### config.mk
export PLATFORM = sky130hd
export DESIGN_NAME = deser_word_framer
export DESIGN_NICKNAME = d
export VERILOG_FILES = /design/src/rtl/deser_word_framer.sv
export SDC_FILE = /design/constraint.sdc
export NUM_CORES = 1
export LEC_CHECK = 0
export CAP_MARGIN = 5
export CORE_MARGIN = 4
export CORE_UTILIZATION = 48
export CTS_CLUSTER_DIAMETER = 100
export CTS_CLUSTER_SIZE = 30
export DETAILED_ROUTE_END_ITERATION = 16
export MAX_ROUTING_LAYER = met4
export PLACE_DENSITY_LB_ADDON = 0.1
export REMOVE_ABC_BUFFERS = 1
export SETUP_SLACK_MARGIN = 0.4
export SYNTH_ARGS = -nofsm -noshare
export SYNTH_HDL_FRONTEND = slang
export SYNTH_SLANG_ARGS = --single-unit
export TNS_END_PERCENT = 1
### constraint.sdc
create_clock -name clk -period 1.5 [get_ports clk]
set_input_delay 0.15 -clock clk [delete_from_list [all_inputs] [get_ports clk]]
set_output_delay 0.15 -clock clk [all_outputs]
set_load 0.01 [all_outputs]
### src/rtl/deser_word_framer.sv
// deser_word_framer: collects WIDTH valid-qualified serial bits into a word and
// presents it on a valid/ready port backed by a single holding register.
// Optional build macro: DESER_PARITY_EN appends one even-parity bit per frame
// and reports the check result on out_perr (tied to 0 when undefined).
module deser_word_framer #(
  parameter int unsigned WIDTH     = 8,
  parameter int unsigned MSB_FIRST = 0
) (
  input  logic             clk,
  input  logic             rst_n,
  input  logic             bit_in,
  input  logic             bit_vld,
  input  logic             frame_clr,
  output logic [WIDTH-1:0] out_data,
  output logic             out_valid,
  input  logic             out_ready,
  output logic             out_perr,
  output logic             overflow,
  input  logic             ovf_clr
);

  localparam int unsigned CNT_W = $clog2(WIDTH + 1);
  localparam int unsigned IDX_W = $clog2(WIDTH);

`ifdef DESER_PARITY_EN
  typedef enum logic [0:0] {
    COLLECT = 1'b0,
    PARITY  = 1'b1
  } state_t;
`else
  typedef enum logic [0:0] {
    COLLECT = 1'b0
  } state_t;
`endif

  state_t             state_q, state_d;
  logic [CNT_W-1:0]   cnt_q, cnt_d;
  logic [WIDTH-1:0]   sr_q, sr_d, sr_ins;
  logic [IDX_W-1:0]   bit_pos;
  logic               last_bit;
  logic               done_q, done_d;
  logic [WIDTH-1:0]   done_word_q, done_word_d;
`ifdef DESER_PARITY_EN
  logic               done_perr_q, done_perr_d;
`endif
  logic               pop_c, load_c, drop_c;

  // Slot for the incoming bit: counter order, mirrored when MSB_FIRST is set
  always_comb begin
    bit_pos = IDX_W'(cnt_q);
    if (MSB_FIRST != 0) begin
      bit_pos = IDX_W'(WIDTH - 1) - IDX_W'(cnt_q);
    end
    sr_ins          = sr_q;
    sr_ins[bit_pos] = bit_in;
    last_bit        = (cnt_q == CNT_W'(WIDTH - 1));
  end

  // Next-state and frame datapath; frame_clr overrides any accepted bit
  always_comb begin
    state_d     = state_q;
    cnt_d       = cnt_q;
    sr_d        = sr_q;
    done_d      = 1'b0;
    done_word_d = done_word_q;
`ifdef DESER_PARITY_EN
    done_perr_d = done_perr_q;
`endif
    if (frame_clr) begin
      state_d = COLLECT;
      cnt_d   = '0;
      sr_d    = '0;
    end else if (bit_vld) begin
      unique case (state_q)
        COLLECT: begin
          sr_d = sr_ins;
          if (last_bit) begin
            cnt_d = '0;
`ifdef DESER_PARITY_EN
            state_d = PARITY;
`else
            done_d      = 1'b1;
            done_word_d = sr_ins;
`endif
          end else begin
            cnt_d = cnt_q + CNT_W'(1);
          end
        end
`ifdef DESER_PARITY_EN
        PARITY: begin
          state_d     = COLLECT;
          done_d      = 1'b1;
          done_word_d = sr_q;
          done_perr_d = ^{sr_q, bit_in};
        end
`endif
        default: state_d = COLLECT;
      endcase
    end
  end

  // FSM state register
  always_ff @(posedge clk or negedge rst_n) begin
    if (!rst_n) begin
      state_q <= COLLECT;
    end else begin
      state_q <= state_d;
    end
  end

  // Frame registers: counter, shift register, one-cycle completion stage
  always_ff @(posedge clk or negedge rst_n) begin
    if (!rst_n) begin
      cnt_q       <= '0;
      sr_q        <= '0;
      done_q      <= 1'b0;
      done_word_q <= '0;
`ifdef DESER_PARITY_EN
      done_perr_q <= 1'b0;
`endif
    end else begin
      cnt_q       <= cnt_d;
      sr_q        <= sr_d;
      done_q      <= done_d;
      done_word_q <= done_word_d;
`ifdef DESER_PARITY_EN
      done_perr_q <= done_perr_d;
`endif
    end
  end

  // Holding-register decisions for a completed word
  always_comb begin
    pop_c  = out_valid && out_ready;
    load_c = done_q && (!out_valid || out_ready);
    drop_c = done_q && out_valid && !out_ready;
  end

  // Holding register and valid flag; pop and load together keep valid high
  always_ff @(posedge clk or negedge rst_n) begin
    if (!rst_n) begin
      out_data  <= '0;
      out_valid <= 1'b0;
    end else if (load_c) begin
      out_data  <= done_word_q;
      out_valid <= 1'b1;
    end else if (pop_c) begin
      out_valid <= 1'b0;
    end
  end

`ifdef DESER_PARITY_EN
  // Parity flag travels with the held word
  always_ff @(posedge clk or negedge rst_n) begin
    if (!rst_n) begin
      out_perr <= 1'b0;
    end else if (load_c) begin
      out_perr <= done_perr_q;
    end
  end
`else
  assign out_perr = 1'b0;
`endif

  // Sticky overflow; a same-cycle drop beats the clear
  always_ff @(posedge clk or negedge rst_n) begin
    if (!rst_n) begin
      overflow <= 1'b0;
    end else if (drop_c) begin
      overflow <= 1'b1;
    end else if (ovf_clr) begin
      overflow <= 1'b0;
    end
  end

endmodule

==> results of run 1 <==
==> flip-flops by register name, indices dropped and copies added (netlist names) <==
register,count
done_word_q,8
out_data,8
sr_q,8
cnt_q,4
done_q,1
out_valid,1
overflow,1
==> Yosys cell counts, drive strengths merged <==
| cell | n | share of area |
|---|---|---|
| a21oi | 2 | 0.0071 |
| and4bb | 2 | 0.018 |
| buf | 5 | 0.027 |
| clkbuf | 3 | 0.0080 |
| conb | 1 | 0.0027 |
| dfrtp | 31 | 0.55 |
| ha | 1 | 0.0089 |
| inv | 3 | 0.0080 |
| mux2 | 20 | 0.18 |
| mux2i | 8 | 0.057 |
| nand2 | 6 | 0.021 |
| nand2b | 3 | 0.013 |
| nand4 | 2 | 0.0089 |
| nand4b | 3 | 0.019 |
| nor2 | 11 | 0.029 |
| nor4b | 1 | 0.0062 |
| o22ai | 1 | 0.0044 |
| o31ai | 1 | 0.0053 |
| or3 | 1 | 0.0044 |
| or4b | 1 | 0.0097 |
| xnor2 | 1 | 0.0062 |
| xor2 | 1 | 0.0062 |
==> power by group <==
group | internal [mW] | switching [mW]
sequential | 0.845 | 0.00834
combinational | 0.0709 | 0.0812
clock | 0.182 | 0.282
total | 1.10 | 0.372
==> logic make-up (layout without fill, tap and decap cells) <==
logic type / after synthesis / in the layout / share of synthesized area
mux: 28 / 28 / 0.237
flops: 31 / 31 / 0.549
buf+inv: 11 / 39 / 0.0434
other cells: 1 / 1 / 0.00265
fa+ha+maj: 1 / 1 / 0.00886
compound gates: 4 / 4 / 0.0168
simple gates: 30 / 31 / 0.129
xor+xnor: 2 / 2 / 0.0124
==> critical path: cells and delay by family (launching register included) <==
family | cells | cell delay [ns]
simple gates | 1 | 0.53
fa+ha+maj | 1 | 0.16
mux | 1 | 0.32
flops | 1 | 0.40
==> final cells by class <==
class	instances	area, um^2
clock buffer	7	45.0
multi-input combinational	67	676
sequential	31	776
inverter	3	11.3
fill	215	1020
tap	31	38.8
timing repair buffer	28	211
clock inverter	1	5.00
==> layer usage <==
layer  global-route usage  share of wire  vias up
met5                    -              0        -
met4               0.0716          0.022        0
met3               0.0559          0.056        6
met2                0.219           0.44       22
met1                0.204           0.48      447
li1                     -              -      431
==> how the worst max path moves through the flow <==
| stage | end | slack, ns | depth (start not counted) |
|---|---|---|---|
| after global placement | done_word_q[6]$_DFFE_PN0P_ | -0.32 | 4 |
| after floorplan | done_word_q[0]$_DFFE_PN0P_ | -0.21 | 3 |
| after detailed placement | done_word_q[1]$_DFFE_PN0P_ | -0.33 | 4 |
| after CTS | done_word_q[3]$_DFFE_PN0P_ | -0.03 | 3 |
| after global routing | done_word_q[3]$_DFFE_PN0P_ | -0.08 | 3 |
| final | done_word_q[2]$_DFFE_PN0P_ | -0.03 | 3 |
==> what timing repair did <==
| action | 4_1_cts | 5_1_grt |
|---|---|---|
| resized for setup | 56 | 7 |
| buffers inserted | 1 | 0 |
| setup endpoints to repair | 32 | 28 |
| hold buffers | 0 | 0 |
| cloned | 1 | 0 |
| pin swaps | 4 | 4 |
==> flow_metrics.py, run 1 <==
metrics = {
    "status": {
        "status": "complete, but fails checks",
        "violations": "negative setup slack",
    },
    "power": {
        "irDropWorstVdd_uv": 648,
        "power.leakage_nw": 0.927,
        "power_mw": 1.47,
        "power_density_mw_per_mm2": 834,
    },
    "yosys": {
        "synth_seq_cells": 31,
        "ys_types": 27,
        "synth.avg_cell_area_um2": 13.1,
        "yosysWarnings": 0,
        "ys_seq_area_frac": 0.549,
        "synthCells": 108,
        "syn_area_mm2": 0.00141,
    },
    "drt": {
        "drt-vias-per-instance": 5.39,
        "wl_per_cell_um": 15.6,
        "wirelength_um": 2620,
        "route.detailed.drc": 0,
        "firstDrtPassIters": 4,
        "ant_nets": 0,
        "first_iter_violations": 20,
        "num_vias": 906,
    },
    "timing": {
        "whs_ns": 0.195,
        "drv_slew": 0,
        "post-route-min-period_ns": 1.53,
        "finalWorstSetupSlack_ns": -0.0335,
        "fin_skew_ns": 0.00528,
        "rsz0062_at_grt": "true",
        "setup_tns_ns": -0.155,
        "fmax_mhz": 652,
        "period_share": 1.02,
        "hold_violations": 0,
        "setup_viol": 5,
    },
    "die": {
        "start_util": 0.508,
        "rows": 19,
        "core_mm2": 0.00278,
        "die-area_mm2": 0.00388,
        "fp.dieW_um": 62.3,
        "design.portCount": 18,
        "dieHeight_um": 62.3,
    },
    "final_layout": {
        "diodes": 0,
        "layout-drive-gt1-share": 0.445,
        "area_growth_syn_to_layout_pct": 24.8,
        "final_util": 0.634,
        "stdcell_area_mm2": 0.00176,
        "nets": 144,
        "most-common-layout-cells": "dfrtp_1, mux2_4, nor2_1, buf_2, buf_4",
        "final_common_cell": "dfrtp_1",
        "instances_no_fill": 168,
    },
    "critical_path": {
        "cp_data_arrival_time_ns": 1.76,
        "r2r-end": "done_word_q[2]$_DFFE_PN0P_",
        "startpoint_type": "flop",
        "crit_chain": "ha_4 > or4b_4 > mux2_4",
        "crit_fanout": 5,
        "ff2ff_setup_slack_ns": -0.03,
        "crit_path_max_incr_delay_ns": 0.53,
        "reg2reg_depth": 3,
        "cp_slowest_cell": "or4b_4",
        "crit_path_start": "cnt_q[0]$_DFFE_PN0P_",
        "path_class": "flop to flop",
        "cp-end-kind": "flop",
        "required_ns": 1.72,
        "r2r-start": "cnt_q[0]$_DFFE_PN0P_",
    },
    "placed_design": {
        "dp_hpwl_um": 1610,
        "io_buffers": 16,
        "placed_cells": 158,
        "pre_cts_ws_ns": -0.331,
        "gp_congestion": 0.755,
        "postPlaceCellArea_mm2": 0.00164,
    },
    "clock_network": {
        "clock_path_buffers": 2,
        "clkSinkCount": 31,
        "root_buffer": "clkbuf_4",
        "clock_latency_ns": 0.33,
        "cts_tree": "done",
        "cts_buffers": 5,
        "path_clk_slew_ns": 0.10,
        "h-tree-depth": 2,
    },
    "grt": {
        "grt_max_degree": 32,
        "grt_pass1_wl_um": 4620,
        "overflow": 0,
        "grt_pass1_vias": 957,
        "antenna_found_initial": 0,
        "grt_usage": 0.157,
    },
    "job": {
        "max_cap_violations": 0,
    },
    "hold_path": {
        "hp-class": "primary input to async pin",
    },
}
(Power assumes the default switching activity.)
==> run 2: changes to the inputs <==
--- a/config.mk
+++ b/config.mk
@@ -12,7 +12,7 @@
 export CTS_CLUSTER_SIZE = 30
 export DETAILED_ROUTE_END_ITERATION = 16
 export MAX_ROUTING_LAYER = met4
-export PLACE_DENSITY_LB_ADDON = 0.1
+export PLACE_DENSITY = 0.73
 export REMOVE_ABC_BUFFERS = 1
 export SETUP_SLACK_MARGIN = 0.4
 export SYNTH_ARGS = -nofsm -noshare
==> flow_metrics.py, run 2 (synthesis gave the netlist of run 1 again) <==
metrics = {
    "status": {
        "status": "complete, but fails checks",
        "violations": "negative setup slack",
    },
    "drt": {
        "top_layer": "met4",
        "routed-wl-met3_um": 201,
        "drt-vias-per-instance": 5.50,
        "num_vias": 918,
        "wirelength_um": 2830,
        "first_iter_violations": 44,
        "ant_nets": 0,
        "wl_per_cell_um": 16.9,
        "wl_met1_um": 1190,
        "firstDrtPassIters": 4,
        "wl_met2_um": 1330,
        "route.detailed.drc": 0,
    },
    "die": {
        "die-area_mm2": 0.00388,
        "design.portCount": 18,
        "rows": 19,
        "core_mm2": 0.00278,
        "start_util": 0.508,
        "dieHeight_um": 62.3,
        "fp.dieW_um": 62.3,
    },
    "final_layout": {
        "diodes": 0,
        "most-common-layout-cells": "dfrtp_1, mux2_4, nor2_1, buf_2",
        "final_common_cell": "dfrtp_1",
        "layout-drive-gt1-share": 0.426,
        "nets": 143,
        "area_growth_syn_to_layout_pct": 22.8,
        "top_regs": "done_word_q: 8 flops, out_data: 8 flops, sr_q: 8 flops",
        "fill_cells": 234,
    },
    "timing": {
        "post-route-min-period_ns": 1.57,
        "fmax_mhz": 637,
        "period_share": 1.05,
        "rsz0062_at_grt": "true",
        "setup_viol": 8,
        "finalWorstSetupSlack_ns": -0.0697,
        "drv_slew": 0,
        "hold_violations": 0,
        "whs_ns": 0.207,
        "fin_skew_ns": 0.00885,
    },
    "clock_network": {
        "clkSinkCount": 31,
        "cts_buffers": 5,
        "h-tree-depth": 2,
        "holdBufCountCts": 0,
        "clock_latency_ns": 0.33,
        "cts_tree": "done",
        "clock_path_buffers": 2,
        "path_clk_slew_ns": 0.10,
        "root_buffer": "clkbuf_4",
    },
    "critical_path": {
        "path_class": "flop to flop",
        "reg2reg_depth": 3,
        "crit_fanout": 5,
        "required_ns": 1.72,
        "startpoint_type": "flop",
        "cp-end-kind": "flop",
        "cp_data_arrival_time_ns": 1.79,
    },
    "hold_path": {
        "hp-class": "primary input to async pin",
    },
    "grt": {
        "overflow": 0,
        "antenna_found_initial": 0,
        "grt_pass1_vias": 1013,
        "grt_pass1_wl_um": 4900,
        "grt_max_degree": 32,
        "grt_usage": 0.166,
    },
    "placed_design": {
        "pre_cts_ws_ns": -0.349,
        "io_buffers": 16,
        "dp_hpwl_um": 1770,
        "gp_congestion": 0.868,
    },
    "power": {
        "power_density_mw_per_mm2": 846,
        "power.leakage_nw": 0.927,
        "irDropWorstVdd_uv": 607,
    },
    "job": {
        "max_cap_violations": 0,
    },
}
## run 2: area by class of cell
type                    count  area, um^2  share of cell area
flip-flops and latches     31         776               0.447
clock inverters             3        15.0             0.00866
well taps                  31        38.8              0.0224
inverters                   3        11.3             0.00649
clock buffers               5        37.5              0.0216
repair buffers             27         204               0.118
multi-input cells          67         652               0.376
## run 2: what timing repair did
item	in CTS	in global routing
pin swaps	2	1
resized for setup	57	1
endpoints found under the setup margin	34	27
buffers inserted	0	0
gates cloned	1	0
## run 2: worst max-delay path, cell delays in order, from the launching register on
cell and delay [ns]:
dfrtp_1 0.40, ha_4 0.18, or4b_4 0.55, mux2_4 0.33
## run 2: report_power, final
part / total [mW] / leakage, nW / switching (mW) / internal [mW]
registers: 0.854 / 0.431 / 0.00869 / 0.845
clock network: 0.464 / 0.0347 / 0.290 / 0.174
logic: 0.150 / 0.462 / 0.0809 / 0.0691
## run 2: metal layers
layer,vias to the layer above,global-route usage
met3,11,0.0559
met5,-,-
met2,34,0.253
met4,0,0.111
met1,442,0.185
li1,431,-
## run 2: final timing paths
kind,startpoint,end,slack (ns)
worst max-delay path,cnt_q[0]$_DFFE_PN0P_,done_word_q[0]$_DFFE_PN0P_,-0.07
worst min-delay path,rst_n,sr_q[3]$_DFFE_PN0P_,0.21
worst max register to register,cnt_q[0]$_DFFE_PN0P_,done_word_q[0]$_DFFE_PN0P_,-0.07
worst min register to register,done_q$_DFF_PN0_,out_valid$_DFFE_PN0P_,0.50
max in group asynchronous,rst_n,out_data[1]$_DFFE_PN0P_,1.01
min in group clk,ovf_clr,overflow$_DFFE_PN0P_,0.39
## run 2: stage by stage
stage / power [mW] / std cells / setup TNS, ns / instance area [um^2] / util
global route: 1.54 / 167 / -0.727 / 1730 / 0.623
detailed placement: 1.00 / 158 / -3.04 / 1640 / 0.591
global placement: 0.997 / 158 / -2.56 / 1640 / 0.591
CTS: 1.48 / 167 / -0.309 / 1740 / 0.626
finish: 1.47 / 167 / -0.386 / 1730 / 0.623
floorplan: 0.926 / 100 / -1.71 / 1360 / -
==> run 3: changes to the inputs <==
--- a/config.mk
+++ b/config.mk
@@ -13,6 +13,7 @@
 export DETAILED_ROUTE_END_ITERATION = 16
 export MAX_ROUTING_LAYER = met4
 export PLACE_DENSITY = 0.73
+export RECOVER_POWER = 100
 export REMOVE_ABC_BUFFERS = 1
 export SETUP_SLACK_MARGIN = 0.4
 export SYNTH_ARGS = -nofsm -noshare
==> flow_metrics.py, run 3 (synthesis gave the netlist of run 1 again) <==
metrics = {
    "clock_network": {
        "h-tree-depth": 2,
        "holdBufCountCts": 0,
        "clock_latency_ns": 0.33,
        "clock_path_buffers": 2,
        "cts_buffers": 5,
        "root_buffer": "clkbuf_4",
        "cts_tree": "done",
        "path_clk_slew_ns": 0.10,
        "clkSinkCount": 31,
        "cts_setup_buffers": 0,
    },
    "hold_path": {
        "hp-class": "primary input to flop",
        "whs_endpoint": "overflow$_DFFE_PN0P_",
        "whs_path_depth": 2,
        "holdCritStartpoint": "ovf_clr",
    },
    "final_layout": {
        "nets": 143,
        "final_common_cell": "dfrtp_1",
        "layout-drive-gt1-share": 0.294,
        "area_growth_syn_to_layout_pct": 18.5,
        "register_area_um2": 776,
        "instances_no_fill": 167,
        "fill_cells": 246,
        "final_util": 0.602,
        "diodes": 0,
        "stdcell_area_mm2": 0.00167,
        "top_regs": "done_word_q: 8 flops, out_data: 8 flops, sr_q: 8 flops",
        "multi_input_area_um2": 626,
        "most-common-layout-cells": "dfrtp_1, clkbuf_1, mux2_4",
    },
    "power": {
        "combPwrFrac": 0.098,
        "p_sw_frac": 0.259,
        "power.leakage_nw": 0.853,
        "p_int_mw": 1.08,
        "power_mw": 1.46,
        "p_switching_mw": 0.379,
        "seqPwrFrac": 0.584,
        "power_density_mw_per_mm2": 874,
        "power.share.clock": 0.318,
        "irDropWorstVdd_uv": 610,
    },
    "drt": {
        "num_vias": 918,
        "first_iter_violations": 44,
        "ant_nets": 0,
        "firstDrtPassIters": 4,
        "wl_per_cell_um": 16.9,
        "route.detailed.drc": 0,
        "drt-vias-per-instance": 5.50,
        "wirelength_um": 2830,
    },
    "die": {
        "design.portCount": 18,
        "die-area_mm2": 0.00388,
        "fp.dieW_um": 62.3,
        "start_util": 0.508,
        "dieHeight_um": 62.3,
        "core_mm2": 0.00278,
        "rows": 19,
    },
    "critical_path": {
        "path_class": "flop to flop",
        "cp_num_buf_inv": 0,
        "r2r-end": "done_word_q[0]$_DFFE_PN0P_",
        "cp_slowest_cell": "or4b_4",
        "cp_data_arrival_time_ns": 1.79,
        "cp_top_family": "simple AND/OR/NAND/NOR gates",
        "crit_fanout": 5,
        "crit_chain": "ha_4 > or4b_4 > mux2_4",
        "cp-end-kind": "flop",
        "crit_path_max_incr_delay_ns": 0.55,
        "ff2ff_setup_slack_ns": -0.07,
        "r2r-start": "cnt_q[0]$_DFFE_PN0P_",
        "required_ns": 1.72,
        "reg2reg_depth": 3,
        "startpoint_type": "flop",
    },
    "grt": {
        "overflow": 0,
        "grt_pass1_vias": 1013,
        "grt_max_degree": 32,
        "grt_usage": 0.166,
        "grt_pass1_wl_um": 4900,
        "antenna_found_initial": 0,
    },
    "status": {
        "violations": "negative setup slack",
        "status": "complete, but fails checks",
    },
    "timing": {
        "max_slew.worst_pin.slew_ns": 0.756,
        "drv_slew": 0,
        "slew_headroom": 0.496,
        "setup_viol": 8,
        "fmax_mhz": 637,
        "whs_ns": 0.387,
        "period_share": 1.05,
        "hold_violations": 0,
        "finalWorstSetupSlack_ns": -0.0695,
        "post-route-min-period_ns": 1.57,
        "setup_tns_ns": -0.388,
        "fin_skew_ns": 0.0105,
        "rsz0062_at_grt": "true",
    },
    "placed_design": {
        "placed_cells": 158,
        "postPlaceCellArea_mm2": 0.00164,
        "dp_hpwl_um": 1770,
        "pre_cts_ws_ns": -0.349,
        "gp_congestion": 0.868,
        "io_buffers": 16,
    },
    "job": {
        "max_cap_violations": 0,
    },
}
[run 3: cell types whose count changed in the layout (fill, tap and decap cells not counted), sizes merged]
cell / before / now
dlygate4sd3: 0 / 1
clkdlybuf4s50: 6 / 5
clkbuf: 5 / 19
buf: 21 / 7
[run 3: layer usage]
metal,part of all wire,wire length [um],vias to the layer above,GRT usage
met1,0.43,1210,440,0.185
met4,0.037,104,0,0.111
met3,0.071,200,11,0.0559
li1,-,-,432,-
met2,0.46,1310,35,0.253
met5,0,0,-,-
[run 3: timing repair]
| item | 4_1_cts | 5_1_grt |
|---|---|---|
| endpoints found under the setup margin | 34 | 27 |
| endpoints found under the hold margin | 0 | 0 |
| pin swaps | 2 | 1 |
| gates cloned | 1 | 0 |
| resized for setup | 57 | 1 |
[run 3: power groups by stage]
stage | logic [mW] | clock network [mW] | registers [mW]
6_report | 0.144 | 0.465 | 0.854
5_1_grt | 0.160 | 0.519 | 0.856
4_1_cts | 0.150 | 0.479 | 0.854
3_5_place_dp | 0.137 | 0 | 0.868
3_3_place_gp | 0.130 | 0 | 0.867
2_1_floorplan | 0.0484 | 0 | 0.878
[run 3: worst max-delay path by stage]
stage                         startpoint                    endpoint  cells after the start
finish              cnt_q[0]$_DFFE_PN0P_  done_word_q[0]$_DFFE_PN0P_                      3
global route        cnt_q[0]$_DFFE_PN0P_  done_word_q[0]$_DFFE_PN0P_                      3
CTS                 cnt_q[0]$_DFFE_PN0P_  done_word_q[6]$_DFFE_PN0P_                      3
detailed placement               bit_vld  done_word_q[6]$_DFFE_PN0P_                      4
global placement                 bit_vld  done_word_q[5]$_DFFE_PN0P_                      4
floorplan           cnt_q[0]$_DFFE_PN0P_  done_word_q[0]$_DFFE_PN0P_                      3
[run 3: final cells by class]
type | count | area share
sequential | 31 | 0.463
timing repair buffer | 27 | 0.102
inverter | 3 | 0.00673
multi-input combinational | 67 | 0.374
tap | 31 | 0.0232
clock inverter | 3 | 0.00897
clock buffer | 5 | 0.0224
